===== config.mk =====
export PLATFORM = sky130hd
export DESIGN_NAME = radiation_playback_scheduler
export DESIGN_NICKNAME = d
export VERILOG_FILES = /design/src/rtl/radiation_playback_scheduler.sv
export SDC_FILE = /design/constraint.sdc
export NUM_CORES = 1
export LEC_CHECK = 0
export CAP_MARGIN = 20
export CORE_AREA = 2 2 123 125
export CTS_CLUSTER_DIAMETER = 30
export DETAILED_ROUTE_END_ITERATION = 12
export DIE_AREA = 0 0 125 127
export PLACE_DENSITY = 0.85
export RECOVER_POWER = 50
export SYNTH_ARGS = -nofsm -noshare
export SYNTH_HDL_FRONTEND = slang
export SYNTH_SLANG_ARGS = --single-unit

===== constraint.sdc =====
create_clock -name clk -period 7.5 [get_ports clk]
set_input_delay 1.125 -clock clk [delete_from_list [all_inputs] [get_ports clk]]
set_output_delay 1.125 -clock clk [all_outputs]
set_load 0.02 [all_outputs]

===== src/rtl/radiation_playback_scheduler.sv =====
// Radiation playback: fetches {delay, sample} words from memory, waits the per-sample
// delay, then offers the sample to the PS or to the histogram and requests refills.
module radiation_playback_scheduler #(
   parameter int ADDR_WIDTH  = 14,
   parameter int MEM_LATENCY = 2,
   parameter int HOLDOFF     = 50
) (
   input  logic                  clk,
   input  logic                  reset,
   input  logic                  start,
   input  logic                  stop,
   input  logic                  useHardware,
   input  logic [31:0]           wrCount,
   input  logic [15:0]           loadFloor,
   output logic [ADDR_WIDTH-1:0] memAddr,
   input  logic [31:0]           memData,
   output logic                  psValid,
   output logic [15:0]           psValue,
   input  logic                  psAck,
   output logic                  hwValid,
   output logic [15:0]           hwValue,
   input  logic                  hwReady,
   output logic                  refillIrq,
   input  logic                  refillClear,
   output logic [31:0]           sentCount,
   output logic                  busy,
   output logic                  starved,
   output logic                  overrun
);
   localparam int                   FLAST_I  = (MEM_LATENCY > 0) ? MEM_LATENCY - 1 : 0;
   localparam logic [7:0]           FLAST    = 8'(FLAST_I);
   localparam int                   HO_W     = (HOLDOFF > 0) ? $clog2(HOLDOFF + 1) : 1;
   localparam logic [HO_W-1:0]      HO_LOAD  = HO_W'(HOLDOFF);
   localparam logic [HO_W-1:0]      HO_ONE   = HO_W'(1);
   localparam logic [ADDR_WIDTH-1:0] ADDR_ONE = ADDR_WIDTH'(1);
   localparam logic [32:0]          OUT_LIMIT = 33'd1 << ADDR_WIDTH;

   typedef enum logic [2:0] {S_IDLE, S_FETCH, S_DELAY, S_ISSUE, S_STARVED} state_t;

   state_t                r_state, w_next;
   logic [ADDR_WIDTH-1:0] r_addr;
   logic [31:0]           r_sent;
   logic [15:0]           r_sample;
   logic [15:0]           r_dcnt;
   logic [7:0]            r_fcnt;
   logic                  r_route;
   logic                  r_irq;
   logic [HO_W-1:0]       r_holdoff;
   logic                  r_starved;
   logic                  r_overrun;

   logic                  w_start_acc, w_hs, w_hs_ok, w_latch, w_busy;
   logic                  w_ps_valid, w_hw_valid, w_refill_set;
   logic [31:0]           w_out, w_sent_inc;

   assign w_start_acc = (r_state == S_IDLE) && start;
   assign w_out       = wrCount - r_sent;
   assign w_sent_inc  = r_sent + 32'd1;
   // stop aborts an in-flight handshake: nothing is counted on that edge
   assign w_hs_ok     = w_hs && !stop;
   assign w_refill_set = (r_holdoff == '0) &&
                         (w_start_acc || (w_busy && (wrCount != 32'd0) &&
                                          (w_out <= {16'd0, loadFloor})));

   always_ff @(posedge clk) begin
      if (reset) r_state <= S_IDLE;
      else       r_state <= w_next;
   end

   always_comb begin
      w_next     = r_state;
      w_latch    = 1'b0;
      w_hs       = 1'b0;
      w_busy     = (r_state != S_IDLE);
      w_ps_valid = (r_state == S_ISSUE) && !r_route;
      w_hw_valid = (r_state == S_ISSUE) && r_route;
      case (r_state)
         S_IDLE:    if (start) w_next = (wrCount == 32'd0) ? S_STARVED : S_FETCH;
         S_FETCH: begin
            if (r_fcnt == FLAST) begin
               w_latch = 1'b1;
               w_next  = S_DELAY;
            end
         end
         S_DELAY:   if (r_dcnt == 16'd0) w_next = S_ISSUE;
         S_ISSUE: begin
            w_hs = r_route ? hwReady : psAck;
            if (w_hs) w_next = (wrCount != w_sent_inc) ? S_FETCH : S_STARVED;
         end
         S_STARVED: if (wrCount != r_sent) w_next = S_FETCH;
         default:   w_next = S_IDLE;
      endcase
      if (stop && !w_start_acc) w_next = S_IDLE;
   end

   always_ff @(posedge clk) begin
      if (reset) begin
         r_addr    <= '0;
         r_sent    <= '0;
         r_sample  <= '0;
         r_dcnt    <= '0;
         r_fcnt    <= '0;
         r_route   <= 1'b0;
         r_irq     <= 1'b0;
         r_holdoff <= '0;
         r_starved <= 1'b0;
         r_overrun <= 1'b0;
      end else begin
         if (w_start_acc) begin
            r_addr    <= '0;
            r_sent    <= '0;
            r_starved <= 1'b0;
            r_overrun <= 1'b0;
         end else begin
            if (w_hs_ok) begin
               r_addr <= r_addr + ADDR_ONE;
               r_sent <= w_sent_inc;
               if (wrCount == w_sent_inc) r_starved <= 1'b1;
            end
            if (w_busy && ({1'b0, w_out} > OUT_LIMIT)) r_overrun <= 1'b1;
         end

         r_fcnt <= ((r_state == S_FETCH) && (w_next == S_FETCH)) ? r_fcnt + 8'd1 : 8'd0;

         if (w_latch) begin
            r_sample <= memData[15:0];
            r_dcnt   <= memData[31:16];
            r_route  <= useHardware;
         end else if ((r_state == S_DELAY) && (r_dcnt != 16'd0)) begin
            r_dcnt <= r_dcnt - 16'd1;
         end

         // clear beats a coincident set and re-arms the holdoff window
         if (refillClear) begin
            r_irq     <= 1'b0;
            r_holdoff <= HO_LOAD;
         end else begin
            if (r_holdoff != '0) r_holdoff <= r_holdoff - HO_ONE;
            if (w_refill_set)    r_irq     <= 1'b1;
         end
      end
   end

   assign memAddr   = r_addr;
   assign psValid   = w_ps_valid;
   assign hwValid   = w_hw_valid;
   assign psValue   = r_sample;
   assign hwValue   = r_sample;
   assign refillIrq = r_irq;
   assign sentCount = r_sent;
   assign busy      = w_busy;
   assign starved   = r_starved;
   assign overrun   = r_overrun;

endmodule

==> results.ini <==
[setup_path]
crit_path_end_kind = register
cp_num_buf_inv = 2
critPathLaunchType = primary input
rrSetupSlack_ns = 3.28
required_ns = 7.78
critPathMaxFanout = 4
max_stage_delay_ns = 0.48
worstPathArrival_ns = 5.16
critPathKind = primary input to register
crit_family = compound AO/OA/AOI/OAI gates
path_cells = clkdlybuf4s50_1, inv_1, ha_1, fa_1, nand2b_1, a211oi_1, nor3_1, o21ai_0, xor2_1, ha_1, nand2_1, nor3_1, a2111oi_0, o211ai_1, a2111o_1, o21ai_1
crit_slowest_cell = clkdlybuf4s50_1

[yosys]
synthCells = 1091
syn_area_mm2 = 0.00816
ys_ff_latch = 99
synth_top_cell_area_share_pct = 24.3
seq_area_frac_synth_pct = 24.3
async_reset_ff_share_pct = 0
ys_warn_count = 0
synth_top_cells_by_area = dfxtp_1, ha_1, xnor2_1
yosysUniqueCellTypes = 78
syn-num-nets = 1234
synth_flop_cell = dfxtp_1
synth-edff-count = 0
yosysTopAreaCell = dfxtp_1
avgSynthCellArea_um2 = 7.48

[global_routing]
overflow = 0
grt_max_degree = 50
grt_antenna_before_repair = 0
grt_util_all_layers_pct = 28.9
grt_pass1_vias = 7852
grt_pass1_wl_um = 38200

[clock_network]
cts_sinks = 99
postCtsSetupRepairBufs = 0
cts_hold_repair.buffers = 0
cts-root-buf = clkbuf_16
cts_resized = 0
cts_tree = yes
insertion_delay_ns = 0.35
clk_pin_slew_ns = 0.07
clk_path_buf_depth = 2
cts_made_buffers = 9
htree_levels = 3

[routing]
drc = 0
drtIter0Drc = 787
wl_um = 23800
firstDrtPassIters = 5
via_per_inst = 6.06
drtAntennaViolNets = 0
via_count = 8560
wl_per_cell_um = 16.8

[final_layout]
ff_latch_area_mm2 = 0.00198
final_util_pct = 70.5
fill_cells = 1172
nNetsFinal = 1365
drive_gt1_share_pct = 3.67
multiInputGateArea_mm2 = 0.00565
syn2layout_area_growth_pct = 24.7

[floorplanning]
rows = 44
coreArea_mm2 = 0.0144
die_area_mm2 = 0.0159
dieWidth_um = 125
start_util_pct = 56.5
die_h_um = 127
io_pins = 172

[placed_design]
io_buffers = 171
place.gp.congestion = 0.946
post-place-ws_ns = 2.31
dp_hpwl_um = 18400

[timing]
post-route-period-util_pct = 65.0
fmax_mhz = 205
fin_ws_ns = 2.62
rsz0062_at_grt = no
slew_viol_final = 41
worst_pin_slew_ns = 1.74
finalSetupViolations = 0
fin_worst_skew_ns = 0.0125
relSlewSlack_pct = -16.1
hold_viol_final = 0
period_needed_ns = 4.88
setup_tns_ns = 0

[power]
power.switching_mw = 0.378
clockPowerShare_pct = 38.1
comb_power_share_pct = 21.4
p_int_mw = 0.964
vdd_drop_max_uv = 121
p_leak_nw = 3.78
swShare_pct = 28.2
p_seq_share_pct = 40.5
powerDensity_mw_per_mm2 = 132

[worst_hold_path]
hp-class = register to register

[run_status]
outcome = finished with violations
failed_checks = max-capacitance violations, max-slew violations

[run]
cap_violations = 1

## registers in the layout (all words and copies together) (netlist names)
name	cells
r_state	3
sentCount	32
r_route	1
r_dcnt	16
overrun	1
refillIrq	1
memAddr	14
r_holdoff	6
starved	1
r_fcnt	8
hwValue	16
## worst min-delay path, stage by stage (launching register included)
cell and delay (ns):
dfxtp_1 0.32, nand2_1 0.06, a21oi_1 0.05
## final timing paths
check                     from          end  depth (start not counted)
hold / removal     hwValue[11]  hwValue[11]                          2
setup reg to reg  sentCount[4]    refillIrq                         14
hold reg to reg    hwValue[11]  hwValue[11]                          2
setup / recovery    wrCount[0]    refillIrq                         16
## metrics by stage
step,hold WS (ns),cells,instance area (um2),total power [mW]
6_report,0.470,1412,10200,1.34
5_1_grt,0.493,1411,10200,1.40
4_1_cts,0.473,1411,10200,1.34
3_5_place_dp,0.463,1395,9850,0.838
3_3_place_gp,0.450,1395,9850,0.833
2_1_floorplan,0.433,1091,8160,0.734
## cell families after synthesis
kind of cell             share of synthesized area (%)
XOR/XNOR                                          11.3
adder cells (fa/ha/maj)                           8.53
AND/OR/NAND/NOR                                   28.2
flip-flops                                        24.3
multiplexers                                      1.38
AO/OA/AOI/OAI                                     19.8
buffers and inverters                             6.55
## Yosys cell counts, types with 9 or more instances
| library cell | instances |
|---|---|
| nor4_1 | 19 |
| a211oi_1 | 22 |
| a21o_1 | 9 |
| nand2_1 | 109 |
| and3_1 | 15 |
| ha_1 | 54 |
| o21ai_0 | 44 |
| a21oi_1 | 85 |
| mux2i_1 | 9 |
| xnor2_1 | 71 |
| xor2_1 | 34 |
| dfxtp_1 | 99 |
| nor3_1 | 30 |
| nor2b_1 | 10 |
| buf_4 | 18 |
| inv_1 | 66 |
| or3_1 | 25 |
| nor2_1 | 122 |
| clkbuf_1 | 31 |
| nand4_1 | 28 |
| o21a_1 | 13 |
| nand3_1 | 35 |
## cells in the final DEF, fill, tap and decap left out, drive strengths merged, types with 13 or more instances in the layout
| cell type | n |
|---|---|
| nor2 | 122 |
| clkdlybuf4s50 | 116 |
| nand2 | 111 |
| dfxtp | 99 |
| a21oi | 86 |
| xnor2 | 71 |
| inv | 67 |
| dlygate4sd3 | 55 |
| ha | 54 |
| o21ai | 46 |
| nand3 | 37 |
| xor2 | 34 |
| nor3 | 32 |
| nand4 | 29 |
| or3 | 25 |
| a211oi | 22 |
| nor4 | 22 |
| and3 | 15 |
| o21a | 13 |
## per-layer routing
layer / part of all wire [%] / global-route usage [%] / wire length (um)
met1: 44 / 38.4 / 10400
met2: 46 / 47.3 / 10900
met3: 7.2 / 4.52 / 1720
met4: 3.3 / 11.5 / 774
met5: 0 / 0 / 0
## power by group through the flow
stage          logic (mW)  clock network [mW]  registers [mW]
6_report            0.288               0.511           0.544
5_1_grt             0.316               0.538           0.545
3_5_place_dp        0.282                   0           0.556
2_1_floorplan       0.180                   0           0.554
4_1_cts             0.285               0.513           0.544
3_3_place_gp        0.278                   0           0.555
## area by class of cell
type / instances / share of cell area [%]
clock inverter: 7 / 0.984
timing repair buffer: 175 / 17.1
sequential: 99 / 19.5
tap: 184 / 2.26
multi-input combinational: 871 / 55.5
antenna: 1 / 0.0246
inverter: 66 / 2.44
clock buffer: 9 / 2.21
Power figures use the tool's default switching activity.
